<file path="config.mk">
export PLATFORM = sky130hd
export DESIGN_NAME = uart_rx_word
export DESIGN_NICKNAME = d
export VERILOG_FILES = /design/src/rtl/uart_rx_word.sv
export SDC_FILE = /design/constraint.sdc
export NUM_CORES = 1
export LEC_CHECK = 0
export CAP_MARGIN = 20
export CELL_PAD_IN_SITES_DETAIL_PLACEMENT = 1
export CELL_PAD_IN_SITES_GLOBAL_PLACEMENT = 2
export CORE_MARGIN = 5
export CORE_UTILIZATION = 29
export DETAILED_ROUTE_END_ITERATION = 10
export GPL_ROUTABILITY_DRIVEN = 1
export PLACE_DENSITY = 0.77
export SKIP_CTS_REPAIR_TIMING = 1
export SYNTH_ARGS = -nofsm -noshare
export SYNTH_HDL_FRONTEND = slang
export SYNTH_SLANG_ARGS = --single-unit
export TNS_END_PERCENT = 10
</file>
<file path="constraint.sdc">
create_clock -name clk -period 2.4 [get_ports clk]
set_input_delay 0.36 -clock clk [delete_from_list [all_inputs] [get_ports clk]]
set_output_delay 0.36 -clock clk [all_outputs]
set_load 0.01 [all_outputs]
</file>
<file path="src/rtl/uart_rx_word.sv">
// 8N1 UART receiver: mid-bit sampling of a synchronised rx line, per-byte output,
// and reassembly of NUM_BYTES consecutive good bytes into one word (first byte in the MSBs).
module uart_rx_word #(
    parameter int CLK_FREQ     = 12_000_000,
    parameter int BAUD         = 9600,
    parameter int CLKS_PER_BIT = CLK_FREQ / BAUD,
    parameter int NUM_BYTES    = 4
) (
    input  logic                   clk,
    input  logic                   rst,
    input  logic                   rx,
    output logic [7:0]             byte_out,
    output logic                   byte_valid,
    output logic [8*NUM_BYTES-1:0] data_out,
    output logic                   data_valid,
    output logic                   frame_err,
    output logic                   busy
);

    localparam int CNT_W  = $clog2(CLKS_PER_BIT);
    localparam int WORD_W = 8 * NUM_BYTES;
    localparam int IDX_W  = (NUM_BYTES > 1) ? $clog2(NUM_BYTES) : 1;

    localparam logic [CNT_W-1:0] HALF_LAST = CNT_W'(CLKS_PER_BIT / 2 - 1);
    localparam logic [CNT_W-1:0] BIT_LAST  = CNT_W'(CLKS_PER_BIT - 1);
    localparam logic [IDX_W-1:0] BYTE_LAST = IDX_W'(NUM_BYTES - 1);

    typedef enum logic [1:0] {
        IDLE,
        START,
        DATA,
        STOP
    } state_t;

    state_t             state;
    logic               rx_meta;
    logic               rx_s;
    logic [CNT_W-1:0]   cnt;
    logic [2:0]         bit_idx;
    logic [IDX_W-1:0]   byte_idx;
    logic [7:0]         shift;
    logic [WORD_W-1:0]  word;
    logic [WORD_W-1:0]  word_next;

    // Shift form keeps this valid for any NUM_BYTES, including 1.
    assign word_next = (word << 8) | WORD_W'(shift);

    // NOTE: the synchroniser resets to the idle level so reset never looks like a start edge.
    always_ff @(posedge clk) begin
        if (rst) begin
            rx_meta <= 1'b1;
            rx_s    <= 1'b1;
        end else begin
            rx_meta <= rx;
            rx_s    <= rx_meta;
        end
    end

    // NOTE: non-blocking assignments only, so every branch reads the pre-edge values.
    always_ff @(posedge clk) begin
        if (rst) begin
            state      <= IDLE;
            cnt        <= '0;
            bit_idx    <= '0;
            byte_idx   <= '0;
            shift      <= '0;
            word       <= '0;
            byte_out   <= '0;
            data_out   <= '0;
            byte_valid <= 1'b0;
            data_valid <= 1'b0;
            frame_err  <= 1'b0;
            busy       <= 1'b0;
        end else begin
            byte_valid <= 1'b0;
            data_valid <= 1'b0;
            frame_err  <= 1'b0;

            unique case (state)
                IDLE: begin
                    if (!rx_s) begin
                        state <= START;
                        cnt   <= '0;
                        busy  <= 1'b1;
                    end
                end

                START: begin
                    if (cnt == HALF_LAST) begin
                        if (rx_s) begin
                            state <= IDLE;
                            busy  <= 1'b0;
                        end else begin
                            state   <= DATA;
                            cnt     <= '0;
                            bit_idx <= '0;
                        end
                    end else begin
                        cnt <= cnt + 1'b1;
                    end
                end

                DATA: begin
                    if (cnt == BIT_LAST) begin
                        cnt     <= '0;
                        shift   <= {rx_s, shift[7:1]};
                        bit_idx <= bit_idx + 3'd1;
                        if (bit_idx == 3'd7) begin
                            state <= STOP;
                        end
                    end else begin
                        cnt <= cnt + 1'b1;
                    end
                end

                STOP: begin
                    if (cnt == BIT_LAST) begin
                        // Leave mid-stop-bit so a back-to-back start edge is not missed.
                        state <= IDLE;
                        busy  <= 1'b0;
                        cnt   <= '0;
                        if (rx_s) begin
                            byte_out   <= shift;
                            byte_valid <= 1'b1;
                            word       <= word_next;
                            if (byte_idx == BYTE_LAST) begin
                                data_out   <= word_next;
                                data_valid <= 1'b1;
                                byte_idx   <= '0;
                            end else begin
                                byte_idx <= byte_idx + 1'b1;
                            end
                        end else begin
                            frame_err <= 1'b1;
                            word      <= '0;
                            byte_idx  <= '0;
                        end
                    end else begin
                        cnt <= cnt + 1'b1;
                    end
                end

                default: begin
                    state <= IDLE;
                    busy  <= 1'b0;
                end
            endcase
        end
    end

endmodule

</file>
### After elaboration in Yosys (flattened, before gate mapping)

Cells that the tools add are included.

| cells by class | value |
|---|---|
| $add $sub $neg | 3 |
| eq/ne operators | 14 |
| muxes and demuxes | 26 |
| bitwise operators | 4 |
| reductions and logical operators | 13 |

Operator list:

| kind | number |
|---|---|
| 2-to-1 mux 11 bit | 3 |
| one-hot mux 11 bit (3 select lines) | 1 |
| bitwise OR 32 x 8 -> 32 bit | 1 |
| 2-to-1 mux 24 bit | 1 |
| 2-to-1 mux 2 bit | 8 |
| inequality test 2 bit (second input constant) | 7 |
| adder 11 x 1 -> 11 bit (second input constant) | 1 |
| equality test 11 x 10 -> 1 bit (second input constant) | 1 |
| equality test 11 bit (second input constant) | 1 |
| AND reduction 5 bit | 2 |
| 2-to-1 mux 3 bit | 3 |
| one-hot mux 2 bit (4 select lines) | 1 |
| AND reduction 4 bit | 2 |
| 2-to-1 mux 1 bit | 7 |
| equality test 2 bit (second input constant) | 3 |
| one-hot mux 3 bit (2 select lines) | 1 |
| AND reduction 2 bit | 2 |
| OR reduction 4 bit | 1 |
| adder 3 x 1 -> 3 bit (second input constant) | 1 |
| equality test 3 bit (second input constant) | 1 |
| NOT 1 bit | 3 |
| one-hot mux 1 bit (3 select lines) | 1 |
| AND reduction 3 bit | 1 |
| nonzero test 3 bit | 1 |
| 6 further kinds | 6 |

| word-level totals | value |
|---|---|
| register bits | 96 |
| input port bits | 3 |
| word-level logic and storage cells | 74 |

### Logic depth before layout (Yosys ltp)

| logic depth | value |
|---|---|
| word-level depth | 4 |
| gate-level depth with buffers | 10 |
| gate-level depth less buffers | 7 |

### Least setup slack after synthesis

No wires, ideal clock.

| path | value |
|---|---|
| path type | register -> register |
| start | reg cnt[3] |
| end | reg byte_out[4] |
| setup time | 128 ps |
| arrival | 2300 ps |
| path slack | -27 ps |
| stages on the path, launching flop included | 9 |
| path through | dfxtp_1 buf_6 or4b_4 or4_4 buf_6 nor3_4 buf_6 mux2i_1 nor2_1 |

| on the way | value |
|---|---|
| longest elaborated chain between the ends | 2 |

RTL lines:

| element | line | text |
|---|---|---|
| start, declared | 38 | `logic [CNT_W-1:0] cnt;` |
| start signal, assigned | 99 | `cnt <= cnt + 1'b1;` |
| start signal, assigned | 112 | `cnt <= cnt + 1'b1;` |
| start signal, assigned | 139 | `cnt <= cnt + 1'b1;` |
| equality test 11 bit | 117 | `if (cnt == BIT_LAST) begin` |
| AND reduction 3 bit (no source line) | n/a |  |
| end signal, assigned | 123 | `byte_out <= shift;` |
| end, declared | 12 | `output logic [7:0] byte_out,` |

Every way passes these cells.
A chain may end at the register's enable or synchronous reset.

### Worst setup path in the final report

| path | value |
|---|---|
| start | reg cnt[2] |
| end | reg cnt[5] |

| on the way | value |
|---|---|
| longest elaborated chain between the ends | 3 |

RTL lines:

| element | line | text |
|---|---|---|
| adder 11 x 1 -> 11 bit (tied with other cells) | 99, 112, 139 |  |
| 2-to-1 mux 11 bit, on equally long branches | 104, 117, 89 |  |
| one-hot mux 11 bit (3 select lines) (*) | 79 | `unique case (state)` |

Every way passes the cells marked *; elsewhere a longest branch is shown, timed or not.

==> results.json <==
{
  "hold_violations": 0,
  "cpPeakStageDelay_ns": 0.57,
  "post_synth.cell_area_avg_um2": 8.36,
  "period_needed_ns": 2.25,
  "synthCells": 448,
  "p_comb_frac": 0.026,
  "tritoncts": "yes",
  "grt_first_pass_wirelength_um": 16700,
  "io_pins": 47,
  "drive_above_1_share": 0.0843,
  "tightest_slew_ns": 0.685,
  "diodes": 0,
  "critPathSlowestCell": "a211oi_1",
  "root_buffer": "clkbuf_16",
  "fin_cells": 670,
  "die-width_um": 124,
  "worstSetupStartpointType": "register",
  "reg2reg_depth": 5,
  "start_util": 0.297,
  "power_frac_seq": 0.530,
  "row_count": 41,
  "grt_max_degree": 67,
  "crit_chain": "or4b_4 -> or3_1 -> a211oi_1 -> a21oi_1 -> o21ai_0",
  "track_usage": 0.139,
  "mostFrequentLayoutCells": "nand2_1 (106), dfxtp_1 (96), a21oi_1 (68)",
  "yosysTopAreaCell": "dfxtp_1",
  "gp_congestion": 0.913,
  "io_buffer_count": 46,
  "r2r-start": "cnt[2]",
  "grt_pass1_vias": 3263,
  "h-tree-depth": 3,
  "p_int_w": 0.00233,
  "ys_seq_area_frac": 0.513,
  "ys.warnings.count": 0,
  "required_ns": 2.67,
  "overflow": 0,
  "fin_nets": 502,
  "final_common_cell": "nand2_1",
  "p_clk_frac": 0.444,
  "crit_path_end_kind": "register",
  "synth_area_leaders": "dfxtp_1 (51%), nand2_1 (11%), a21oi_1 (9.2%)",
  "critPathLaunch": "cnt[2]",
  "rsz0062_at_grt": "no",
  "p_sw_w": 0.000701,
  "area_delta_synth_final_pct": 26.4,
  "hp-class": "reg -> reg",
  "hold_start": "rx_meta",
  "path_clk_slew_ns": 0.07,
  "max_cap_viol_count": 0,
  "hpwlAfterDp_um": 6700,
  "dp.cells": 654,
  "dieArea_um2": 15300,
  "peakVddDrop_uv": 293,
  "wl_per_cell_um": 14.9,
  "drt_first_pass_iters": 4,
  "fin_util": 0.375,
  "antenna_found_initial": 0,
  "synth_fp_nets": 457,
  "arrival_ns": 2.52,
  "power_switching_share": 0.231,
  "synth_top_area_frac": 0.513,
  "via_per_inst": 4.79,
  "status": "finished clean",
  "ant_nets": 0,
  "core_area_um2": 12600,
  "min_path_cells": 1,
  "synth_cell_types": 40,
  "drt-total-wl_um": 10000,
  "slew_headroom": 0.543,
  "drc_errors": 0,
  "cts_made_buffers": 9,
  "dieHeight_um": 124,
  "cellPowerDensity_nw_per_um2": 641,
  "finalCritPeriodShare": 0.938,
  "drv_slew": 0,
  "path_max_fanout": 6,
  "vias": 3211,
  "cts_buffer_depth": 2,
  "max_freq_mhz": 444,
  "clock_latency_ns": 0.35,
  "clock_sinks": 96,
  "leakage_nw": 1.55,
  "ys_ff_latch": 96,
  "syn_area_um2": 3750,
  "setup_viol": 0,
  "path_class": "reg -> reg",
  "dr.first_iter.drc_count": 192,
  "finClkSkew_ns": 0.00814
}
==> cell type report <==
cell class / instances / area [µm²]
inverter: 6 / 22.5
tap: 172 / 215
clock inverter: 5 / 38.8
timing repair buffer: 63 / 633
clock buffer: 11 / 233
sequential: 96 / 1920
multi-input combinational: 317 / 1670
fill: 1519 / 7880
==> critical path: cells and delay by family, from the launching register on <==
family | cells | cell delay [ns]
flip-flops | 1 | 0.36
AND/OR/NAND/NOR | 2 | 1.01
AO/OA/AOI/OAI | 3 | 0.81
==> per-layer routing <==
layer	vias to the layer above	wire length [µm]	GRT usage
li1	1627	-	-
met1	1526	5160	0.196
met2	51	4390	0.207
met3	7	364	0.0377
met4	0	93	0.0457
met5	-	0	0
==> through the flow <==
step	cell area, µm²	worst slack (ns)	TNS (ns)	power, W	hold slack [ns]
after global routing	4740	0.0390	0	0.00316	0.453
final	4740	0.149	0	0.00304	0.411
after global placement	4460	0.180	0	0.00172	0.402
after detailed placement	4460	0.136	0	0.00172	0.400
after floorplan	3750	-0.0275	-0.0275	0.00169	0.389
after CTS	4730	0.118	0	0.00309	0.416
==> sequential cells by signal, indices dropped and copies added, names as in the netlist, named ones only <==
name and cells:
state 1, busy 1, cnt 11, word 24, rx_meta 1, byte_idx 2, data_out 32, bit_idx 3
frame_err 1, byte_valid 1, byte_out 8, data_valid 1, shift 8, rx_s 1
==> power by group through the flow <==
stage | clock network [W] | registers (W) | logic [W]
2_1_floorplan | 0 | 0.00164 | 0.0000552
3_3_place_gp | 0 | 0.00164 | 0.0000785
3_5_place_dp | 0 | 0.00164 | 0.0000790
4_1_cts | 0.00140 | 0.00161 | 0.0000794
5_1_grt | 0.00146 | 0.00161 | 0.0000892
6_report | 0.00135 | 0.00161 | 0.0000796
==> cells in the mapped netlist (all sizes together) <==
cell and number:
mux2i 11, a22o 1, a31o 1, nand4 4, o31ai 2, or4 1
a31oi 5, or3 4, a211o 1, o311ai 1, o31a 1, a21boi 1
nand3b 1, a21oi 69, dfxtp 96, clkbuf 22, ha 6, nand3 25
nor4 2, nor3 9, nor2 28, nand2b 4, nand4b 1, nand4bb 1
nand2 106, or4b 1, and3 3, or2 2, o21ai 6, a211oi 2
nor4b 3, and2 3, a22oi 11, nor2b 1, inv 6, buf 7
==> worst paths after layout <==
check	endpoint	slack, ns
setup reg to reg	cnt[5]	0.15
setup / recovery	cnt[5]	0.15
hold reg to reg	rx_s	0.41
hold / removal	rx_s	0.41
==> cell families after synthesis <==
kind of cell | after synthesis | share of synthesized area
and+or+nand+nor | 199 | 0.243
AOI/OAI and AO/OA | 101 | 0.152
DFF | 96 | 0.513
buffers and inverters | 35 | 0.0424
muxes | 11 | 0.0294
adders and majority gates | 6 | 0.0200
Note: power is estimated with default switching activity, not from simulation.
